<file path="config.mk">
export PLATFORM = sky130hd
export DESIGN_NAME = rom_arbiter
export DESIGN_NICKNAME = d
export VERILOG_FILES = /design/src/rtl/rom_arbiter.sv
export SDC_FILE = /design/constraint.sdc
export NUM_CORES = 1
export LEC_CHECK = 0
export BUFFER_PORTS_ARGS = -buffer_cell sky130_fd_sc_hd__buf_2
export CAP_MARGIN = 5
export CORE_MARGIN = 2
export CORE_UTILIZATION = 25
export CTS_CLUSTER_SIZE = 25
export DETAILED_ROUTE_END_ITERATION = 10
export GPL_TIMING_DRIVEN = 1
export PLACE_DENSITY = 0.8
export SYNTH_ARGS = -nofsm -noshare
export SYNTH_HDL_FRONTEND = slang
export SYNTH_SLANG_ARGS = --single-unit
</file>
<file path="constraint.sdc">
create_clock -name clock -period 1.34 [get_ports clock]
set_input_delay 0 -clock clock [delete_from_list [all_inputs] [get_ports clock]]
set_output_delay 0 -clock clock [all_outputs]
set_load 0.05 [all_outputs]
</file>
<file path="src/rtl/rom_arbiter.sv">
// Two-port arbiter in front of a single synchronous ROM: port A (fetch) and Wishbone port B.
// Define ROM_ARB_RR_EN for round-robin conflict resolution; default build gives A fixed priority.
module rom_arbiter #(
  parameter int addr_width = 12,
  parameter int data_width = 16
) (
  input  logic                  clock,
  input  logic                  reset,
  input  logic                  a_req,
  input  logic [addr_width-1:0] a_addr,
  output logic                  a_ack,
  output logic [data_width-1:0] a_data,
  input  logic                  b_cyc,
  input  logic                  b_stb,
  input  logic [addr_width-1:0] b_adr,
  output logic                  b_ack,
  output logic [data_width-1:0] b_dat_o,
  output logic [addr_width-1:0] rom_address,
  output logic                  rom_cen,
  input  logic [data_width-1:0] rom_q
);

  logic a_busy;
  logic b_busy;
  logic a_elig;
  logic b_elig;
  logic grant_a;
  logic grant_b;

  // A port stays ineligible in its ack cycle because its read is still in flight.
  assign a_elig = a_req & ~a_busy;
  assign b_elig = b_cyc & b_stb & ~b_busy;

`ifdef ROM_ARB_RR_EN
  logic last_b;

  always_ff @(posedge clock) begin
    if (reset) begin
      last_b <= 1'b1;
    end else if (grant_a) begin
      last_b <= 1'b0;
    end else if (grant_b) begin
      last_b <= 1'b1;
    end
  end

  always_comb begin
    grant_a = 1'b0;
    grant_b = 1'b0;
    if (!reset) begin
      if (a_elig && b_elig) begin
        grant_a = last_b;
        grant_b = ~last_b;
      end else begin
        grant_a = a_elig;
        grant_b = b_elig;
      end
    end
  end
`else
  always_comb begin
    grant_a = 1'b0;
    grant_b = 1'b0;
    if (!reset) begin
      grant_a = a_elig;
      grant_b = b_elig & ~a_elig;
    end
  end
`endif

  // Each in-flight flag lives for exactly the cycle after its grant.
  always_ff @(posedge clock) begin
    if (reset) begin
      a_busy <= 1'b0;
      b_busy <= 1'b0;
    end else begin
      a_busy <= grant_a;
      b_busy <= grant_b;
    end
  end

  assign rom_cen     = grant_a | grant_b;
  assign rom_address = grant_b ? b_adr : a_addr;

  // A B read whose cycle was abandoned before the data returned is silently dropped.
  assign a_ack   = a_busy & ~reset;
  assign b_ack   = b_busy & b_cyc & b_stb & ~reset;
  assign a_data  = rom_q;
  assign b_dat_o = rom_q;

endmodule

</file>
==> impl_metrics.json, run 1 <==
{
  "outcome": "finished, violations left",
  "violations": "setup timing",
  "setup_viol": 13,
  "vias": 397,
  "place_congestion": 0.687,
  "syn-mean-instance-area_um2": 9.06,
  "cts_root_buf": "clkbuf_4",
  "cts_tree": "built",
  "cts_made_buffers": 3,
  "ios": 92,
  "synth_edf_count": 0,
  "min_from": "rom_q[15]",
  "wl_um": 1260,
  "drtIter0Drc": 0,
  "synth_ff_type": "dfxtp_1",
  "rows": 15,
  "async_reset_ff_frac": 0,
  "tightest_slew_ps": 250,
  "place_hpwl_um": 861,
  "reg2reg_from": "b_busy",
  "syn_nets": 99,
  "first_pass_iters": 1,
  "max_freq_mhz": 639,
  "whs_ps": 0.0297,
  "drv_cap": 0,
  "endpoint_kind": "output port",
  "synth.most_common_cell": "buf_4",
  "fin_crit_ps": 1570,
  "instances_no_fill": 95,
  "grt_usage": 0.102,
  "setup.worst_path.start": "b_busy",
  "rsz0062_at_grt": "true",
  "yosys-top-cells-area": "buf_4 (49%), mux2_2 (28%), dfxtp_1 (8.2%), nor4_4 (4.3%), and2b_2 (3.6%)",
  "fin_crit_sh": 1.17,
  "nets": 117,
  "io_buffers": 43,
  "final-hold-violation-count": 0,
  "grt_pass1_wl_um": 1630,
  "worstSkewPairLatency_ps": 220,
  "core_um2": 1780,
  "yosys_register_bits": 2,
  "synth_top_area_share": 0.491,
  "cts_sinks": 2,
  "grt_overflow": 0,
  "n_fill_cell": 177,
  "synth_cells": 54,
  "cp_max_fo": 7,
  "cp.required_ps": 1340,
  "worstSetupPathType": "reg -> out",
  "drive_above_1_share": 0.986,
  "peakVddDrop_v": 0.000243,
  "dieArea_um2": 2330,
  "die_x_um": 48.2,
  "fp.dieH_um": 48.2,
  "clk_pin_slew_worst_paths_ps": 30,
  "fin_ws_ps": -226,
  "postRouteAntennaNets": 0,
  "grt_pass1_vias": 415,
  "start_util": 0.274,
  "power_density_nw_per_um2": 696,
  "grt_max_degree": 15,
  "synth_top_cell_by_area": "buf_4",
  "dp.cells": 90,
  "drc": 0,
  "hp-class": "in -> out",
  "regArea_um2": 42.5,
  "arrival_ps": 1570,
  "slew_headroom": 0.835,
  "synth_commonest_cells": "buf_4 (32), mux2_2 (12), and2b_2 (2), dfxtp_1 (2)",
  "yosys.cell_types.count": 10,
  "antenna_found_initial": 0,
  "area_growth_pct": 44.5,
  "syn_area_um2": 489,
  "htree_levels": 1,
  "critPathLaunchType": "flop",
  "yosys_warnings": 0,
  "slew_violations": 0,
  "diodes": 0,
  "ys_seq_area_frac": 0.0818,
  "cts_buffer_depth": 2,
  "routed_via_density": 4.18,
  "leakage_nw": 0.357,
  "fin_skew_ps": 3.98,
  "post_drt_wl_per_cell_um": 13.2,
  "multiInputGateArea_um2": 235
}
stage by stage:
step | TNS (ps) | area, um^2 | total power [mW] | util | setup slack (ps)
floorplan | 0 | 494 | 0.472 | - | 18.7
global placement | 0 | 509 | 0.280 | 0.286 | 12.1
detailed placement | -88.2 | 509 | 0.283 | 0.286 | -12.3
CTS | -2620 | 612 | 0.464 | 0.343 | -234
global route | -3400 | 707 | 0.516 | 0.396 | -285
finish | -2700 | 707 | 0.492 | 0.396 | -226
routing by layer:
| layer | vias up | GRT usage | wire (um) |
|---|---|---|---|
| met1 | 179 | 0.0751 | 408 |
| met3 | 0 | 0.0481 | 179 |
| met4 | 0 | 0.0595 | 0 |
| met5 | - | 0 | 0 |
| li1 | 176 | - | - |
| met2 | 42 | 0.203 | 670 |
critical path: stages, from the launching register on:
cell	delay (ps)
dfxtp_2	320
nor4_4	230
buf_4	170
buf_12	130
mux2_2	340
buf_6	150
power breakdown:
part / internal, mW / leakage (nW) / switching [mW]
Combinational: 0.139 / 0.326 / 0.154
Clock: 0.0988 / 0.0138 / 0.0343
Sequential: 0.0634 / 0.0172 / 0.00257
Total: 0.301 / 0.357 / 0.191
final cells by class:
type / count / area share
sequential: 2 / 0.0602
timing repair buffer: 46 / 0.531
clock buffer: 3 / 0.0319
tap: 25 / 0.0442
multi-input combinational: 19 / 0.333
layout by cell type (no fill, tap or decap), drive strengths merged:
cell type / netlist / layout
buf: 33 / 45
mux2: 12 / 12
clkbuf: 0 / 4
and2b: 2 / 2
dfxtp: 2 / 2
nand2: 1 / 1
nor2b: 1 / 1
nor4: 1 / 1
or2: 1 / 1
nor3b: 1 / 1
timing repair:
action / CTS / global route
gates resized for setup: 26 / 18
buffers inserted: 0 / 1
gates cloned: 0 / 1
hold buffers: 0 / 0
endpoints found under the setup margin: 13 / 13
pin swaps: 0 / 1
worst paths after layout:
path / endpoint / slack (ps) / cells after the start
setup / recovery: rom_address[6] / -230 / 5
hold / removal: b_dat_o[15] / 0.03 / 0
setup reg to reg: b_busy / 400 / 3
hold reg to reg: a_busy / 620 / 2
kinds of logic (layout without fill, tap and decap cells):
family / count (synthesis) / in the layout / synth area share
buf+inv: 33 / 49 / 0.514
simple gates: 7 / 7 / 0.128
flops: 2 / 2 / 0.0818
mux: 12 / 12 / 0.276
sequential cells by signal, summed over array words and instances, names as in the netlist:
register,count
b_busy,1
a_busy,1
No activity file was read; power rests on OpenSTA's default activity.
==> run 2: changes to the inputs <==
- SKIP_CTS_REPAIR_TIMING: default -> 1
==> run 2 against run 1 <==
The run still ends with setup timing left. Hold slack is essentially flat. Sequential power down 1%. Wire length is 8.0% higher. Combinational power increased by 5%.
==> impl_metrics.json, run 2 (synthesis gave the netlist of run 1 again) <==
{
  "outcome": "finished, violations left",
  "violations": "setup timing",
  "multiInputGateArea_um2": 250,
  "drive_above_1_share": 0.971,
  "fp.dieH_um": 48.2,
  "diodes": 0,
  "start_util": 0.274,
  "fin_ws_ps": -239,
  "tightest_slew_ps": 250,
  "slew_violations": 0,
  "setup_viol": 13,
  "post_drt_wl_per_cell_um": 14.3,
  "io_buffers": 43,
  "cts_tree": "built",
  "final_common_cell": "buf_2",
  "hp-class": "in -> out",
  "rsz0062_at_grt": "true",
  "dpl_cell_area_um2": 509,
  "power_frac_seq": 0.128,
  "top_regs": "a_busy x1, b_busy x1",
  "pwr-share-clk": 0.262,
  "grt_pass1_vias": 358,
  "place_congestion": 0.687,
  "cp.required_ps": 1340,
  "cts_root_buf": "clkbuf_4",
  "fin_area_um2": 739,
  "grt_pass1_wl_um": 1390,
  "post-place-ws_ps": -12.3,
  "p_sw_frac": 0.383,
  "grt_max_degree": 15,
  "cts_made_buffers": 3,
  "peakVddDrop_v": 0.000248,
  "first_pass_iters": 1,
  "critPathLaunchType": "flop",
  "grt_overflow": 0,
  "wl_um": 1360,
  "routed_via_density": 4.19,
  "worstSkewPairLatency_ps": 220,
  "core_um2": 1780,
  "rows": 15,
  "vias": 398,
  "final_cell_mix": "buf_2 (30), mux2_4 (12), buf_8 (12)",
  "power_density_nw_per_um2": 686,
  "slew_headroom": 0.835,
  "htree_levels": 1,
  "cp_max_fo": 7,
  "fin_skew_ps": 3.78,
  "clk_pin_slew_worst_paths_ps": 30,
  "p_sw_mw": 0.194,
  "die_x_um": 48.2,
  "endpoint_kind": "output port",
  "place_hpwl_um": 861,
  "area_growth_pct": 51.2,
  "regArea_um2": 41.3,
  "max_freq_mhz": 633,
  "ios": 92,
  "arrival_ps": 1580,
  "worstSetupPathType": "reg -> out",
  "n_fill_cell": 170,
  "comb_power_share": 0.610,
  "grt_usage": 0.0881,
  "final-hold-violation-count": 0,
  "p_int_mw": 0.313,
  "drv_cap": 0,
  "drtIter0Drc": 0,
  "cts_sinks": 2,
  "fin_crit_ps": 1580,
  "antenna_found_initial": 0,
  "dieArea_um2": 2330,
  "drc": 0,
  "postRouteAntennaNets": 0,
  "cts_buffer_depth": 2,
  "nets": 117,
  "leakage_nw": 0.380,
  "fin_crit_sh": 1.18
}
run 2: cell counts in the layout (fill, tap and decap cells not counted):
Identical to the previous run, type by type.
run 2: layout make-up:
class / instances / share of cell area
timing repair buffer: 46 / 0.533
multi-input combinational: 19 / 0.338
sequential: 2 / 0.0558
tap: 25 / 0.0423
clock buffer: 3 / 0.0305
run 2: path summary, 6_finish.rpt:
check             depth (start not counted)      start             end  slack (ps)
hold / removal                            0  rom_q[15]     b_dat_o[15]        0.03
setup / recovery                          5     b_busy  rom_address[4]        -240
setup reg to reg                          3     b_busy          b_busy         380
hold reg to reg                           2     a_busy          a_busy         630
run 2: power groups by stage:
| stage | registers, mW | logic (mW) | clock network, mW |
|---|---|---|---|
| after floorplan | 0.0648 | 0.407 | 0 |
| after global placement | 0.0649 | 0.215 | 0 |
| after detailed placement | 0.0652 | 0.218 | 0 |
| after CTS | 0.0644 | 0.218 | 0.143 |
| after global routing | 0.0654 | 0.324 | 0.142 |
| final | 0.0650 | 0.309 | 0.133 |
run 2: critical path, stage by stage, from the launching register on:
cell and delay (ps):
dfxtp_2 320, nor4_4 250, buf_4 170, clkbuf_16 150, mux2_4 310, buf_8 150
run 2: metrics by stage:
step                      power (mW)  hold WS, ps  TNS, ps  std cells   util
final                          0.507       0.0297    -2890         95  0.415
after detailed placement       0.283        0.498    -88.2         90  0.286
after global placement         0.280        0.498        0         90  0.286
after floorplan                0.472          101        0         54      -
after CTS                      0.425        0.498    -3180         93  0.298
after global routing           0.531        0.220    -3600         95  0.415
run 2: per-layer routing:
metal,track usage,vias up,routed length (um)
li1,-,176,-
met1,0.0618,180,419
met2,0.184,42,755
met3,0.0407,0,185
met4,0.0432,0,0
met5,0,-,0
==> run 3: changes to the inputs <==
- CORE_MARGIN: 2 -> default
==> run 3 against run 2 <==
The flow still finishes with violations (setup timing). Critical path type unchanged. Largest cell class unchanged. Wire length fell by 21%. Sequential cell count did not move. Cell count fell by 1.1%. Count of clock-buffer cells in the layout did not move. Sequential power fell by 0.6%. Highest routed layer is now met4. Clock skew rose by 2.2 ps.
==> impl_metrics.json, run 3 (synthesis gave the netlist of run 1 again) <==
{
  "outcome": "finished, violations left",
  "violations": "setup timing",
  "cts_made_buffers": 3,
  "power_density_nw_per_um2": 765,
  "cp_slowest_cell": "mux2_2",
  "arrival_ps": 1570,
  "grt_usage": 0.110,
  "nets": 116,
  "start_util": 0.274,
  "worstSetupPathType": "reg -> out",
  "grt_pass1_vias": 403,
  "wl_um": 1080,
  "final_cell_mix": "buf_2 (42), mux2_2 (12), clkbuf_4 (3)",
  "path_cells": "nor4_4, buf_12, mux2_2, buf_2",
  "endpoint_kind": "output port",
  "slowest_delay_ps": 330,
  "diodes": 0,
  "grt_max_degree": 15,
  "power_mw": 0.419,
  "peakVddDrop_v": 0.000232,
  "grt_overflow": 0,
  "fin_crit_ps": 1570,
  "cp_max_fo": 14,
  "area_growth_pct": 12.0,
  "drc": 0,
  "rows": 15,
  "top_regs": "a_busy x1, b_busy x1",
  "drv_cap": 0,
  "multiInputGateArea_um2": 205,
  "setup_viol": 13,
  "cp.required_ps": 1340,
  "drtIter0Drc": 0,
  "antenna_found_initial": 0,
  "vias": 381,
  "leakage_nw": 0.286,
  "first_pass_iters": 1,
  "io_buffers": 43,
  "cts_buffer_depth": 2,
  "die_x_um": 46.2,
  "routed_via_density": 4.05,
  "cts_tree": "built",
  "cts_sinks": 2,
  "hp-class": "in -> out",
  "cts_root_buf": "clkbuf_4",
  "tightest_slew_ps": 264,
  "n_fill_cell": 191,
  "post_drt_wl_per_cell_um": 11.5,
  "ios": 92,
  "final_common_cell": "buf_2",
  "postRouteAntennaNets": 0,
  "max_freq_mhz": 636,
  "cp_top_family": "buffers and inverters",
  "final-hold-violation-count": 0,
  "drive_above_1_share": 0.957,
  "worstSkewPairLatency_ps": 220,
  "fp.dieH_um": 46.2,
  "clk_pin_slew_worst_paths_ps": 30,
  "htree_levels": 1,
  "critPathLaunchType": "flop",
  "fin_crit_sh": 1.17,
  "place_hpwl_um": 932,
  "slew_headroom": 0.823,
  "fin_skew_ps": 5.98,
  "slew_violations": 0,
  "rsz0062_at_grt": "true",
  "path_buf_inv": 2,
  "dieArea_um2": 2140,
  "core_um2": 1780,
  "place_congestion": 0.679,
  "fin_ws_ps": -232,
  "utilization": 0.307,
  "grt_pass1_wl_um": 1620,
  "regArea_um2": 40.0
}
## run 3: stage by stage
| stage | TNS [ps] | hold slack (ps) | cells | worst slack [ps] | area (um^2) |
|---|---|---|---|---|---|
| 6_report | -2730 | 0.0377 | 94 | -232 | 548 |
| 5_1_grt | -3670 | 0.176 | 94 | -308 | 548 |
| 4_1_cts | -3040 | 0.526 | 93 | -248 | 532 |
| 3_5_place_dp | -21.2 | 0.526 | 90 | -5.24 | 509 |
| 3_3_place_gp | 0 | 0.526 | 90 | 21.0 | 509 |
| 2_1_floorplan | 0 | 101 | 54 | 18.7 | 494 |
## run 3: path summary, 6_finish.rpt
kind | slack, ps | endpoint | depth (start not counted) | from
max | -230 | rom_address[7] | 4 | b_busy
min reg2reg | 620 | b_busy | 2 | b_busy
max reg2reg | 470 | b_busy | 2 | b_busy
min | 0.04 | b_dat_o[8] | 0 | rom_q[8]
## run 3: worst reg2reg max path, cell delays in order (launching register included)
cell and delay, ps:
dfxtp_1 320, nor4_4 310, buf_12 180
## run 3: report_power, final
part	leakage [nW]	internal (mW)	switching, mW
clock	0.0138	0.0985	0.0298
combinational	0.256	0.0843	0.142
sequential	0.0164	0.0628	0.00183
## run 3: routing by layer
layer,GRT usage,vias up,part of all wire
met3,0.0471,2,0.14
met2,0.223,43,0.59
met5,0,-,0
met1,0.0716,160,0.26
li1,-,176,-
met4,0.0882,0,0.0056
## run 3: area by class of cell
| type | instances | area share |
|---|---|---|
| flip-flops and latches | 2 | 0.0731 |
| well taps | 25 | 0.0571 |
| multi-input cells | 19 | 0.374 |
| repair buffers | 45 | 0.454 |
| clock buffers | 3 | 0.0411 |
